`config.mk`:
```
export PLATFORM = sky130hd
export DESIGN_NAME = logic_unit_arbiter_flat
export DESIGN_NICKNAME = d
export VERILOG_FILES = /design/src/rtl/logic_unit_arbiter_if.sv /design/src/rtl/logic_unit_arbiter.sv /design/src/flat_wrapper.sv
export SDC_FILE = /design/constraint.sdc
export NUM_CORES = 1
export LEC_CHECK = 0
export ABC_AREA = 1
export CORE_MARGIN = 5
export CORE_UTILIZATION = 30
export DETAILED_ROUTE_END_ITERATION = 10
export GPL_ROUTABILITY_DRIVEN = 0
export MAX_ROUTING_LAYER = met4
export PLACE_DENSITY = 0.53
export RECOVER_POWER = 100
export SLEW_MARGIN = 20
export SYNTH_ARGS = -nofsm -noshare
export SYNTH_HDL_FRONTEND = slang
export SYNTH_SLANG_ARGS = --single-unit
export TNS_END_PERCENT = 50
```
`constraint.sdc`:
```
create_clock -name clk -period 1.34 [get_ports clk]
set_clock_uncertainty 0.05 [all_clocks]
set_input_delay 0.268 -clock clk [delete_from_list [all_inputs] [get_ports clk]]
set_output_delay 0.268 -clock clk [all_outputs]
set_load 0.005 [all_outputs]
```
`src/rtl/logic_unit_arbiter_if.sv`:
```
// Request/response bundle for the shared logic unit: two requester channels
// plus one response channel. The master side is the requesters and consumer.
interface logic_unit_arbiter_if #(
   parameter int unsigned WIDTH = 20
);
   logic             req0_valid;
   logic             req0_ready;
   logic [1:0]       req0_op;
   logic [WIDTH-1:0] req0_a;
   logic [WIDTH-1:0] req0_b;
   logic             req1_valid;
   logic             req1_ready;
   logic [1:0]       req1_op;
   logic [WIDTH-1:0] req1_a;
   logic [WIDTH-1:0] req1_b;
   logic             rsp_valid;
   logic             rsp_ready;
   logic             rsp_id;
   logic [WIDTH-1:0] rsp_data;
   logic             rsp_zero;

   modport master (
      output req0_valid, req0_op, req0_a, req0_b,
      output req1_valid, req1_op, req1_a, req1_b,
      output rsp_ready,
      input  req0_ready, req1_ready,
      input  rsp_valid, rsp_id, rsp_data, rsp_zero
   );

   modport slave (
      input  req0_valid, req0_op, req0_a, req0_b,
      input  req1_valid, req1_op, req1_a, req1_b,
      input  rsp_ready,
      output req0_ready, req1_ready,
      output rsp_valid, rsp_id, rsp_data, rsp_zero
   );
endinterface

```
`src/rtl/logic_unit_arbiter.sv`:
```
// Round-robin arbiter sharing one bitwise logic unit (AND/OR/XOR/NOT + zero
// flag) between two requesters; one operation in flight, held until accepted.
module logic_unit_arbiter #(
   parameter int unsigned WIDTH = 20
) (
   input logic                 clk,
   input logic                 rst_n,
   logic_unit_arbiter_if.slave bus
);
   typedef enum logic [1:0] {
      IDLE = 2'd0,
      EXEC = 2'd1,
      RESP = 2'd2
   } state_t;

   state_t           state;
   state_t           state_nxt;
   logic [1:0]       op_q;
   logic [WIDTH-1:0] a_q;
   logic [WIDTH-1:0] b_q;
   logic             id_q;
   logic             rr_last;
   logic             grant_any;
   logic             grant_id;
   logic             take;
   logic [WIDTH-1:0] result;
   logic             rsp_valid_q;
   logic             rsp_id_q;
   logic [WIDTH-1:0] rsp_data_q;
   logic             rsp_zero_q;

   // A lone requester wins outright; a contest goes to the one not served last.
   always_comb begin
      grant_any = bus.req0_valid | bus.req1_valid;
      if (bus.req0_valid && bus.req1_valid) grant_id = ~rr_last;
      else                                  grant_id = ~bus.req0_valid;
   end

   // Readies are gated by rst_n so nothing is offered while reset is held.
   always_comb begin
      state_nxt      = state;
      take           = 1'b0;
      bus.req0_ready = 1'b0;
      bus.req1_ready = 1'b0;
      unique case (state)
         IDLE: begin
            if (rst_n && grant_any) begin
               take           = 1'b1;
               bus.req0_ready = ~grant_id;
               bus.req1_ready = grant_id;
               state_nxt      = EXEC;
            end
         end
         EXEC:    state_nxt = RESP;
         RESP:    if (bus.rsp_ready) state_nxt = IDLE;
         default: state_nxt = IDLE;
      endcase
   end

   always_comb begin
      unique case (op_q)
         2'b00:   result = a_q & b_q;
         2'b01:   result = a_q | b_q;
         2'b10:   result = a_q ^ b_q;
         default: result = ~a_q;
      endcase
   end

   always_ff @(posedge clk or negedge rst_n) begin
      if (!rst_n) state <= IDLE;
      else        state <= state_nxt;
   end

   always_ff @(posedge clk or negedge rst_n) begin
      if (!rst_n) begin
         op_q        <= '0;
         a_q         <= '0;
         b_q         <= '0;
         id_q        <= 1'b0;
         rr_last     <= 1'b1;
         rsp_valid_q <= 1'b0;
         rsp_id_q    <= 1'b0;
         rsp_data_q  <= '0;
         rsp_zero_q  <= 1'b0;
      end else begin
         if (take) begin
            op_q    <= grant_id ? bus.req1_op : bus.req0_op;
            a_q     <= grant_id ? bus.req1_a  : bus.req0_a;
            b_q     <= grant_id ? bus.req1_b  : bus.req0_b;
            id_q    <= grant_id;
            rr_last <= grant_id;
         end
         if (state == EXEC) begin
            rsp_data_q  <= result;
            rsp_zero_q  <= (result == '0);
            rsp_id_q    <= id_q;
            rsp_valid_q <= 1'b1;
         end else if (state == RESP && bus.rsp_ready) begin
            rsp_valid_q <= 1'b0;
         end
      end
   end

   assign bus.rsp_valid = rsp_valid_q;
   assign bus.rsp_id    = rsp_id_q;
   assign bus.rsp_data  = rsp_data_q;
   assign bus.rsp_zero  = rsp_zero_q;
endmodule

```
`src/flat_wrapper.sv`:
```
// flat-port wrapper written by rule: the top's interface ports become plain ports
module logic_unit_arbiter_flat 
#(
   parameter int unsigned WIDTH = 20
)
  (clk, rst_n, bus_req0_valid, bus_req0_op, bus_req0_a, bus_req0_b, bus_req1_valid, bus_req1_op, bus_req1_a, bus_req1_b, bus_rsp_ready, bus_req0_ready, bus_req1_ready, bus_rsp_valid, bus_rsp_id, bus_rsp_data, bus_rsp_zero);
  logic_unit_arbiter_if #(.WIDTH(WIDTH)) bus_i ();
  input logic clk;
  input logic rst_n;
  input wire logic [$bits(bus_i.req0_valid)-1:0] bus_req0_valid;
  input wire logic [$bits(bus_i.req0_op)-1:0] bus_req0_op;
  input wire logic [$bits(bus_i.req0_a)-1:0] bus_req0_a;
  input wire logic [$bits(bus_i.req0_b)-1:0] bus_req0_b;
  input wire logic [$bits(bus_i.req1_valid)-1:0] bus_req1_valid;
  input wire logic [$bits(bus_i.req1_op)-1:0] bus_req1_op;
  input wire logic [$bits(bus_i.req1_a)-1:0] bus_req1_a;
  input wire logic [$bits(bus_i.req1_b)-1:0] bus_req1_b;
  input wire logic [$bits(bus_i.rsp_ready)-1:0] bus_rsp_ready;
  output wire logic [$bits(bus_i.req0_ready)-1:0] bus_req0_ready;
  output wire logic [$bits(bus_i.req1_ready)-1:0] bus_req1_ready;
  output wire logic [$bits(bus_i.rsp_valid)-1:0] bus_rsp_valid;
  output wire logic [$bits(bus_i.rsp_id)-1:0] bus_rsp_id;
  output wire logic [$bits(bus_i.rsp_data)-1:0] bus_rsp_data;
  output wire logic [$bits(bus_i.rsp_zero)-1:0] bus_rsp_zero;
  assign bus_i.req0_valid = bus_req0_valid;
  assign bus_i.req0_op = bus_req0_op;
  assign bus_i.req0_a = bus_req0_a;
  assign bus_i.req0_b = bus_req0_b;
  assign bus_i.req1_valid = bus_req1_valid;
  assign bus_i.req1_op = bus_req1_op;
  assign bus_i.req1_a = bus_req1_a;
  assign bus_i.req1_b = bus_req1_b;
  assign bus_i.rsp_ready = bus_rsp_ready;
  assign bus_req0_ready = bus_i.req0_ready;
  assign bus_req1_ready = bus_i.req1_ready;
  assign bus_rsp_valid = bus_i.rsp_valid;
  assign bus_rsp_id = bus_i.rsp_id;
  assign bus_rsp_data = bus_i.rsp_data;
  assign bus_rsp_zero = bus_i.rsp_zero;
  logic_unit_arbiter #(.WIDTH(WIDTH)) u_core (.clk(clk), .rst_n(rst_n), .bus(bus_i));
endmodule
```
==> flow_metrics.tcl <==
set metrics [dict create \
    outcome "complete, but fails checks" \
    violations "setup timing" \
    fillers 1265 \
    place_inst 895 \
    rows 42 \
    die_x_um 126.8 \
    fp.dieH_um 126.8 \
    worstPathRequired_ps 1020 \
    reg2reg_to "u_core.bus.rsp_zero" \
    syn_inst 527 \
    slew_headroom_pct 35.74 \
    clockBufferDepth 2 \
    cts_tree "built" \
    h-tree-depth 3 \
    rsz0062_at_grt "true" \
    peakVddDrop_mv 0.7819 \
    drv_slew 0 \
    fin_cells 939 \
    timing.max_cap.violations 0 \
    synth-edff-count 0 \
    synth_ff_type "dfrtp_1" \
    setup_viol 66 \
    worstSkewPairLatency_ps 330 \
    ys_seq_area_share_pct 42.22 \
    critical_path.endpoint_type "output port" \
    syn-mean-instance-area_um2 7.766 \
    drc 0 \
    hold_class "in -> async" \
    ios 114 \
    synth_area_um2 4093 \
    grt_pass1_vias 4473 \
    path_clk_slew_ps 60 \
    max_freq_mhz 579.9 \
    drt-wirelength-per-cell_um 15.47 \
    synthTopCellsByCount "nand2_1 (194), dfrtp_1 (68), inv_1 (67), o211ai_1 (42), ha_1 (40)" \
    tightest_slew_ps 964.0 \
    leakage_nw 3.568 \
    cts_num_sinks 69 \
    antenna_found_initial 0 \
    antenna_left 0 \
    first_pass_iters 4 \
    netlist.area_leader.share_pct 41.58 \
    async_flop_share_pct 100.0 \
    rr_worst_depth 9 \
    layout_min_cycle_time_ps 1724 \
    yosysUniqueCellTypes 20 \
    start_kind "flip-flop" \
    critPathKind "reg -> out" \
    nets 887 \
    synth_most_common_cell "nand2_1" \
    dieArea_um2 16080 \
    reg2reg_slack_ps -300 \
    grt_max_degree 39 \
    core_area_um2 13300 \
    yosys.area.top_type "dfrtp_1" \
    synthTopCellsByArea "dfrtp_1 (42%), nand2_1 (18%), ha_1 (12%)" \
    cts_made_buffers 9 \
    drtIter0Drc 204 \
    diodes 0 \
    power_density_nw_per_um2 2051 \
    critPathLaunch "u_core.rr_last" \
    portBuffers 113 \
    ys_seq_elements 69 \
    final_cell_area_um2 7282 \
    critPathMaxFanout 2 \
    dp_hpwl_um 9832 \
    cp.arrival_ps 1410 \
    worstReg2RegStart "u_core.op_q[1]" \
    drive_above_1_share_pct 30.28 \
    min_period_over_period_pct 128.7 \
    syn_nets 656 \
    hold_slack_ps 209.3 \
    grt_pass1_wl_um 22910 \
    hold_viol_final 0 \
    grt_use_total_pct 18.59 \
    clockRootBuffer "clkbuf_16" \
    dpl-instance-area_um2 6180 \
    worst_slack_ps -384.3 \
    finalPower_w 0.01494 \
    initial_utilization_pct 30.78 \
    area_growth_pct 77.93 \
    num_vias 4339 \
    grt.overflow.total 0 \
    yosysWarnings 0 \
    via_per_inst 4.621 \
    drt_wl_total_um 14520 \
]
[where the power goes]
part	total (W)	internal [W]	switching, W
logic	0.00860	0.00460	0.00400
clock network	0.00279	0.00187	0.000926
registers	0.00355	0.00299	0.000560
[cell usage in the layout, fill, tap and decap left out, types with 15 or more instances in the layout]
cell type,count
dlygate4sd2_1,24
nand2_2,46
nand3_1,36
clkdlybuf4s50_1,85
dfrtp_1,67
nand2_1,134
ha_1,40
buf_4,100
nand4_1,16
inv_1,63
clkbuf_16,15
o211ai_1,42
[area by class of cell]
| cell class | instances | area (um2) | share of cell area, % |
|---|---|---|---|
| Clock buffer | 10 | 239.0 | 3.282 |
| Clock inverter | 6 | 110.1 | 1.512 |
| Inverter | 71 | 279.0 | 3.832 |
| Multi-Input combinational cell | 361 | 2255 | 30.96 |
| Sequential cell | 69 | 1729 | 23.75 |
| Tap cell | 176 | 220.2 | 3.024 |
| Timing Repair Buffer | 246 | 2450 | 33.64 |
[flip-flops by register name, summed over array words and instances, names as in the netlist]
name,cells
u_core.state,2
u_core.b_q,20
u_core.bus.rsp_zero,1
u_core.bus.rsp_valid,1
u_core.bus.rsp_data,20
u_core.a_q,20
u_core.rr_last,1
u_core.id_q,1
u_core.op_q,2
u_core.bus.rsp_id,1
[worst max-delay path by stage]
stage	to	slack (ps)	cells past startpoint
6_report	bus_req1_ready	-380	6
5_1_grt	u_core.bus.rsp_zero	-460	9
4_1_cts	bus_req1_ready	-420	6
3_5_place_dp	bus_req1_ready	-830	6
3_3_place_gp	bus_req0_ready	-860	6
2_1_floorplan	bus_req0_ready	-10	5
[metal layers]
layer  part of all wire (%)  vias up  track usage (%)
met4                    1.7        0            6.562
met2                     48      104            29.64
met1                     47     2057            24.54
li1                       -     2165                -
met5                      0        -                -
met3                    3.9       13            2.144
[timing repair]
| item | 4_1_cts | 5_1_grt |
|---|---|---|
| hold endpoints to repair | 0 | 0 |
| cloned | 4 | 6 |
| resized for setup | 85 | 83 |
| setup endpoints to repair | 91 | 70 |
| pin swaps | 27 | 18 |
| setup buffers | 14 | 5 |
| hold buffers | 0 | 0 |
[worst max-delay path: stages (launching register included)]
cell      delay, ps
dfstp_2         520
inv_2            50
a21oi_4         160
inv_2            60
nand2_4          80
clkinv_4         80
buf_6           120
[logic make-up after synthesis]
family	count (synthesis)	synth area share [%]
DFF	69	42.22
adders and majority gates	40	12.23
and+or+nand+nor	262	26.29
AOI/OAI and AO/OA	59	9.844
buffers and inverters	97	9.416
[metrics by stage]
| stage | utilization [%] | setup WS [ps] | TNS (ps) |
|---|---|---|---|
| floorplan | - | -13.15 | -37.04 |
| global placement | 46.48 | -857.6 | -35270 |
| detailed placement | 46.48 | -830.5 | -35910 |
| CTS | 51.65 | -423.1 | -16160 |
| global route | 54.77 | -458.0 | -26560 |
| finish | 54.77 | -384.3 | -13550 |
(Power assumes the default switching activity.)
